`config.mk`:
```
export PLATFORM = sky130hd
export DESIGN_NAME = uart8_tx_feeder
export DESIGN_NICKNAME = d
export VERILOG_FILES = /design/src/rtl/uart8_tx_feeder.sv
export SDC_FILE = /design/constraint.sdc
export NUM_CORES = 1
export LEC_CHECK = 0
export ABC_CLOCK_PERIOD_IN_PS = 2700
export CORE_UTILIZATION = 55
export DETAILED_ROUTE_END_ITERATION = 7
export PLACE_DENSITY = 0.75
export SYNTH_ARGS = -nofsm -noshare
export SYNTH_HDL_FRONTEND = slang
export SYNTH_SLANG_ARGS = --single-unit
```
`constraint.sdc`:
```
create_clock -name clk -period 2.7 [get_ports clk]
set_input_delay 0.405 -clock clk [delete_from_list [all_inputs] [get_ports clk]]
set_output_delay 0.405 -clock clk [all_outputs]
set_load 0.01 [all_outputs]
```
`src/rtl/uart8_tx_feeder.sv`:
```
// uart8_tx_feeder: byte FIFO in front of an 8-bit UART transmitter, clocked by the baud clock.
// Bytes arrive on a valid/ready port. The FIFO head drives tx_in, and tx_start/tx_en are driven
// so that frames stream back-to-back. A head byte is consumed when the transmitter captures it.
// Capture is seen as a busy rise (idle capture) or as a done rise while start was already
// asserted (back-to-back capture on the first stop-bit cycle).
//
// Ports:
//   clk, rst_n        baud clock, synchronous active-low reset
//   wr_valid/wr_data  producer byte, accepted when wr_ready (= !full)
//   level             FIFO occupancy, 0..DEPTH
//   tx_busy, tx_done  transmitter status inputs
//   tx_en, tx_start   transmitter enable (low = transmitter reset) and start request
//   tx_in             FIFO head, 8'h00 when the FIFO is empty
//   idle              FIFO empty, transmitter not busy, no start pending
//
// Optional feature, enabled by defining UART8_TX_FEEDER_STATS_EN:
//   frames_sent       wrapping 16-bit count of capture events
//   overflow_attempt  sticky flag, set by a write attempted while full
module uart8_tx_feeder #(
  parameter int unsigned DEPTH = 16,
  localparam int unsigned AW = $clog2(DEPTH)
) (
  input  logic          clk,
  input  logic          rst_n,
  input  logic          wr_valid,
  input  logic [7:0]    wr_data,
  output logic          wr_ready,
  output logic [AW:0]   level,
`ifdef UART8_TX_FEEDER_STATS_EN
  output logic [15:0]   frames_sent,
  output logic          overflow_attempt,
`endif
  input  logic          tx_busy,
  input  logic          tx_done,
  output logic          tx_en,
  output logic          tx_start,
  output logic [7:0]    tx_in,
  output logic          idle
);

  localparam logic [AW:0]   LevelFull = (AW+1)'(DEPTH);
  localparam logic [AW:0]   LevelOne  = (AW+1)'(1);
  localparam logic [AW-1:0] PtrOne    = AW'(1);

  logic [7:0]    mem_q [DEPTH];
  logic [AW-1:0] wr_ptr_q, wr_ptr_d;
  logic [AW-1:0] rd_ptr_q, rd_ptr_d;
  logic [AW:0]   level_q, level_d;
  logic          tx_en_q;
  logic          tx_start_q, tx_start_d;
  logic          start_q;
  logic          hold_q, hold_d;
  logic          busy_q, done_q;
  logic          full, push, ev_a, ev_b, pop;

  assign full = (level_q == LevelFull);
  assign push = wr_valid & ~full;

  // A: capture from the transmitter's idle state (busy rises).
  // B: back-to-back capture on the first stop-bit cycle (done rises while start was held).
  assign ev_a = ~busy_q & tx_busy;
  assign ev_b = ~done_q & tx_done & start_q;
  assign pop  = (ev_a | ev_b) & (level_q != '0);

  always_comb begin
    wr_ptr_d = wr_ptr_q;
    rd_ptr_d = rd_ptr_q;
    level_d  = level_q;
    if (push) begin
      wr_ptr_d = wr_ptr_q + PtrOne;
    end
    if (pop) begin
      rd_ptr_d = rd_ptr_q + PtrOne;
    end
    if (push && !pop) begin
      level_d = level_q + LevelOne;
    end else if (!push && pop) begin
      level_d = level_q - LevelOne;
    end
    // Hold start through the extra mark cycle after a back-to-back capture, so a
    // non-turbo transmitter does not abort to reset when the FIFO just emptied.
    hold_d     = ev_b;
    tx_start_d = tx_en_q & ((level_d != '0) | hold_d);
  end

  always_ff @(posedge clk) begin
    if (!rst_n) begin
      wr_ptr_q   <= '0;
      rd_ptr_q   <= '0;
      level_q    <= '0;
      tx_en_q    <= 1'b0;
      tx_start_q <= 1'b0;
      start_q    <= 1'b0;
      hold_q     <= 1'b0;
      busy_q     <= 1'b0;
      done_q     <= 1'b0;
    end else begin
      wr_ptr_q   <= wr_ptr_d;
      rd_ptr_q   <= rd_ptr_d;
      level_q    <= level_d;
      tx_en_q    <= 1'b1;
      tx_start_q <= tx_start_d;
      start_q    <= tx_start_q;
      hold_q     <= hold_d;
      busy_q     <= tx_busy;
      done_q     <= tx_done;
    end
  end

  // Storage is not reset; level gates what is visible.
  always_ff @(posedge clk) begin
    if (rst_n && push) begin
      mem_q[wr_ptr_q] <= wr_data;
    end
  end

`ifdef UART8_TX_FEEDER_STATS_EN
  logic [15:0] frames_q, frames_d;
  logic        ovf_q, ovf_d;

  always_comb begin
    frames_d = frames_q;
    if (ev_a | ev_b) begin
      frames_d = frames_q + 16'd1;
    end
    ovf_d = ovf_q | (wr_valid & full);
  end

  always_ff @(posedge clk) begin
    if (!rst_n) begin
      frames_q <= '0;
      ovf_q    <= 1'b0;
    end else begin
      frames_q <= frames_d;
      ovf_q    <= ovf_d;
    end
  end

  assign frames_sent      = frames_q;
  assign overflow_attempt = ovf_q;
`endif

  assign wr_ready = ~full;
  assign level    = level_q;
  assign tx_en    = tx_en_q;
  assign tx_start = tx_start_q;
  assign tx_in    = (level_q != '0) ? mem_q[rd_ptr_q] : 8'h00;
  assign idle     = (level_q == '0) & ~tx_busy & ~tx_start_q;

  // hold_q mirrors hold_d; kept as a flop so the hold window is visible in waveforms.
  logic unused_hold;
  assign unused_hold = hold_q;

endmodule

```
Yosys cells after proc, flatten, opt, wreduce, memory -nomap -nowiden

Memories as Yosys holds them, arrays and structs flattened. A register that Yosys moved wholly into a read port is not among the register bits.
Cells that the tools add are included.

Register bits after elaboration: 18
Word-level logic and storage cells: 45
Memories kept: 1
Memory bits (writable): 128

Memory list:

| name  | words | bits a word | rd ports | clocked after memory_dff | write ports | RTL line | source |
|---|---|---|---|---|---|---|---|
| mem_q | 16    | 8           | 1        | 1                        | 1           | 45       | `logic [7:0] mem_q [DEPTH];` |

Bitwise operators: 15
$add $sub $neg: 4
Reduce and logical (&&, ||, !) cells: 8
Equal/unequal tests: 1
Mux-type cells: 8

Operators with widths:

| cell                  | number |
|---|---|
| $mux W5               | 2 |
| $reduce_bool A5 Y1    | 2 |
| $add A4 B1 Y4 const B | 2 |
| $and A1 B1 Y1         | 8 |
| $mux W4               | 2 |
| $mux W8               | 1 |
| $add A5 B1 Y5 const B | 1 |
| $eq A5 B5 Y1 const B  | 1 |
| $logic_not A5 Y1      | 1 |
| $not A1 Y1            | 5 |
| $sub A5 B1 Y5 const B | 1 |
| $logic_and A1 B1 Y1   | 3 |
| $mux W1               | 3 |
| $logic_not A1 Y1      | 2 |
| $or A1 B1 Y1          | 2 |

Logic depth before layout (Yosys ltp)

Word-level depth: 11
Mapped depth: 9
Gate-level depth less buffers: 8

Worst setup path before layout

Ideal clock, no wire load.

Path type: register -> output
From: register with a tool-made name
To: output tx_in[7]
Stages on the path, launching flop included: 6
Setup slack: 0.548 ns
Buffers on the path: 2
Data required time: 2.295 ns
Data arrival time: 1.747 ns
Cells stage by stage: dfxtp_1 -> buf_6 -> buf_6 -> mux4_1 -> mux4_2 -> and2b_1

RTL lines:

| item             | RTL line | source |
|---|---|---|
| end: declaration | 37       | `output logic [7:0] tx_in,` |

==> metrics.md <==
| Metric | Value |
|---|---|
| Status | complete, but fails checks |
| Failing checks | setup timing |
| Main combinational cell family by area after synthesis | multiplexers |
| Final slew viol count | 0 |
| Overall global routing resource usage | 24.8% |
| Average detailed-routed wire length per instance | 23.2 um |
| Seq cells post-synth | 150 |
| Number of placed instances with taps included | around 490 |
| Starting DRC count in detailed routing | 244 |
| Multiplexer fraction of the synthesized cell area | roughly 16% |
| Die footprint | about 11000 um2 |
| I/O pin total | 30 |
| DP Area | around 6600 um2 |
| Compound-cell area share of the yosys netlist | roughly 1.6% |
| Max capacitance violation total | 0 |
| WP data arrival | 2.53 ns |
| Post-synthesis net count | about 340 |
| Design Area, Final | 7420 um2 |
| Synth Area per Inst | between 15 and 20 um2 |
| Final GP Congestion | between 0.7 and 0.8 |
| DRC viols | 0 |
| Classification of the worst-slack hold path | flip-flop to flip-flop |
| Kind of end point of the critical path | output pin |
| Max_slew headroom | 39.7% |
| Synthesized instance count | 316 |
| Hold violation count in the final report | 0 |
| Share of the core filled with cells | between 70% and 80% |
| Number of vias after detailed routing | 3135 |
| RSZ-0062 raised after global routing | true |
| Worst-case setup margin in the final layout | -0.232 ns |
| Synth Cell Area | 6030 um2 |
| Slew at the pin closest to its max-slew limit | about 0.9 ns |
| CORE AREA | between 10000 and 15000 um2 |
| Total setup violations reported at the end of the flow | 8 |
| First-pass GRT wire length | ~20 mm |
| Floorplan row count | 37 |
| Startpoint kind of the worst setup timing path | flip-flop |
| Power consumption | 6.45 mW |
| WHS | 0.473 ns |
| Number of flops mapped to enable cells by yosys | about 130 |
| Distinct cells, synth | 40 |
| Area added between synthesis and finish | 23.0% |
| Asr flop ratio synth | 0% |
| Inserted Clock Buffers | 17 |
| Clock Skew | between 0.007 and 0.008 ns |
| Clock-pin slew on the worst setup and hold paths | roughly 0.060 ns |
| CTS tree | yes |
| WL final | 12.5 mm |
| Count of H-tree levels built during CTS | 4 |
| Adder-cell share of the synthesized area | 1.45% |
| Area share of xor/xnor cells in the synthesized design | 1.45% |
| Remaining antenna violation count | 0 |
| GRT overflow | 0 |
| Chip width | 107 um |
| Clock root buffer | sky130_fd_sc_hd__clkbuf_8 |
| Starting utilization of the core area | between 50% and 60% |
| Leakage power of the design | 2.51 nW |
| Timing-limited maximum frequency | between 0.3 and 0.4 GHz |
| Initial antenna violation count | 0 |
| Quantity of hold-fixing buffers added after cts | 0 |
| Number of global-route vias before repair | between 3k and 4k |
| Number of nets in the final layout | between 400 and 500 |
| Fraction of the mapped netlist area in simple logic gates | between 7 and 8% |
| Maximum number of pins on one net before global-route repair | 33 |
| Final critical path time including I/O delays and setup | between 2 and 3 ns |
| Total number of clock tree sinks | 150 |
| Via-to-Cell Ratio | 5.83 |
| Ys Warns | 0 |
| Count of buffers from port buffering | 29 |
| Fraction of layout instances using a drive strength above 1 | between 30% and 40% |
| Post-DP HPWL | just over 7 mm |
| Part of the Yosys area used for sequential elements | a little under three quarters |
| Max Root-Sink Buffers | 2 |
| Count of antenna diodes in the layout | 0 |
| Number of iterations in the first detailed-routing pass | 4 |
| Power Dens Cells | 869 nW/um2 |
| WS Path Type | flip-flop to output pin |
| Die boundary height | between 100 and 150 um |
| Portion of the clock cycle consumed by the worst path in the final layout | 109% |
| Required time of the critical path | around 2.3 ns |
| Prevailing post-synth register cell | sky130_fd_sc_hd__edfxtp_1 |
| Clock latency at the later pin of the worst-skew pair | 0.53 ns |
| Largest fanout on the critical path | 6 |
| Peak supply drop | between 500 and 600 uV |
| Count of placed standard cells in the final layout, fillers left out | roughly 540 |
==> kinds of logic (layout without fill, tap and decap cells) <==
logic type	count (synthesis)	in the layout
fa+ha+maj	7	7
flops	150	150
buf+inv	17	103
simple gates	77	77
mux	42	42
compound gates	13	13
xor+xnor	10	10
==> area by class of cell <==
cell class / instances / area, um2
sequential: 150 / 4290
fill: 663 / 3040
multi-input combinational: 149 / 1670
timing repair buffer: 67 / 698
clock buffer: 17 / 414
tap: 136 / 170
clock inverter: 15 / 168
inverter: 4 / 15.0
==> per-layer routing <==
layer  wire (um)  track usage (%)
met1        4980             33.5
met2        6370             40.3
met3         959             6.20
met4         163             7.53
met5           0                0
==> through the flow <==
step,setup WS [ns],TNS (ns)
floorplan,0.548,0
global placement,0.0230,0
detailed placement,0.00251,0
CTS,-0.243,-1.60
global route,-0.278,-2.06
finish,-0.232,-1.48
==> final timing paths <==
| path | depth (start not counted) | to | slack (ns) | startpoint |
|---|---|---|---|---|
| setup reg to reg | 8 | tx_start | 0.31 | level[0] |
| hold / removal | 2 | tx_start | 0.47 | tx_en |
| hold reg to reg | 2 | tx_start | 0.47 | tx_en |
| setup / recovery | 6 | tx_in[2] | -0.23 | flip-flop |
==> registers in the layout, indices dropped and copies added (netlist names), named ones only <==
signal	cells
mem_q	128
level	5
rd_ptr_q	4
wr_ptr_q	4
busy_q	1
done_q	1
start_q	1
tx_en	1
tx_start	1
==> cell usage after synthesis (4+ instances only) <==
library cell               number  area (um2)
sky130_fd_sc_hd__xnor2_1        8        70.1
sky130_fd_sc_hd__nand2_1       12        45.0
sky130_fd_sc_hd__nor3_1         4        20.0
sky130_fd_sc_hd__clkbuf_1       5        18.8
sky130_fd_sc_hd__mux4_2        35         788
sky130_fd_sc_hd__and2_1        15        93.8
sky130_fd_sc_hd__nor2b_1        9        56.3
sky130_fd_sc_hd__nor2_1        17        63.8
sky130_fd_sc_hd__buf_6          4        45.0
sky130_fd_sc_hd__ha_1           7        87.6
sky130_fd_sc_hd__dfxtp_1       22         440
sky130_fd_sc_hd__inv_1          4        15.0
sky130_fd_sc_hd__edfxtp_1     128        3840
sky130_fd_sc_hd__mux4_1         5         131
==> critical path, stage by stage, from the launching register on <==
cell                      delay, ns
sky130_fd_sc_hd__dfxtp_4       0.41
sky130_fd_sc_hd__buf_12        0.14
sky130_fd_sc_hd__buf_4         0.11
sky130_fd_sc_hd__mux4_2        0.49
sky130_fd_sc_hd__mux4_2        0.53
sky130_fd_sc_hd__and2b_1       0.18
sky130_fd_sc_hd__buf_2         0.13
==> what timing repair did <==
action / 4_1_cts / 5_1_grt
setup buffers: 5 / 4
setup endpoints to repair: 9 / 8
gates resized for setup: 42 / 11
endpoints found under the hold margin: 0 / 0
cloned: 3 / 0
==> report_power, final <==
part	switching [mW]	total, mW	internal (mW)
Sequential	0.0718	2.65	2.58
Clock	0.958	2.30	1.34
Combinational	0.619	1.50	0.884
Total	1.65	6.45	4.80
==> cell usage in the layout, fill, tap and decap left out, drive strengths merged, types with 4 or more instances in the layout <==
cell | synthesis | layout
ha | 7 | 7
edfxtp | 128 | 128
nand2 | 12 | 12
xnor2 | 8 | 8
inv | 4 | 11
clkinv | 0 | 4
nor2 | 17 | 17
dfxtp | 22 | 22
a21oi | 4 | 4
and2 | 15 | 15
nor3 | 4 | 4
nor2b | 9 | 9
clkdlybuf4s50 | 0 | 20
mux4 | 40 | 40
clkbuf | 5 | 17
buf | 8 | 46
Note: power is estimated with default switching activity, not from simulation.
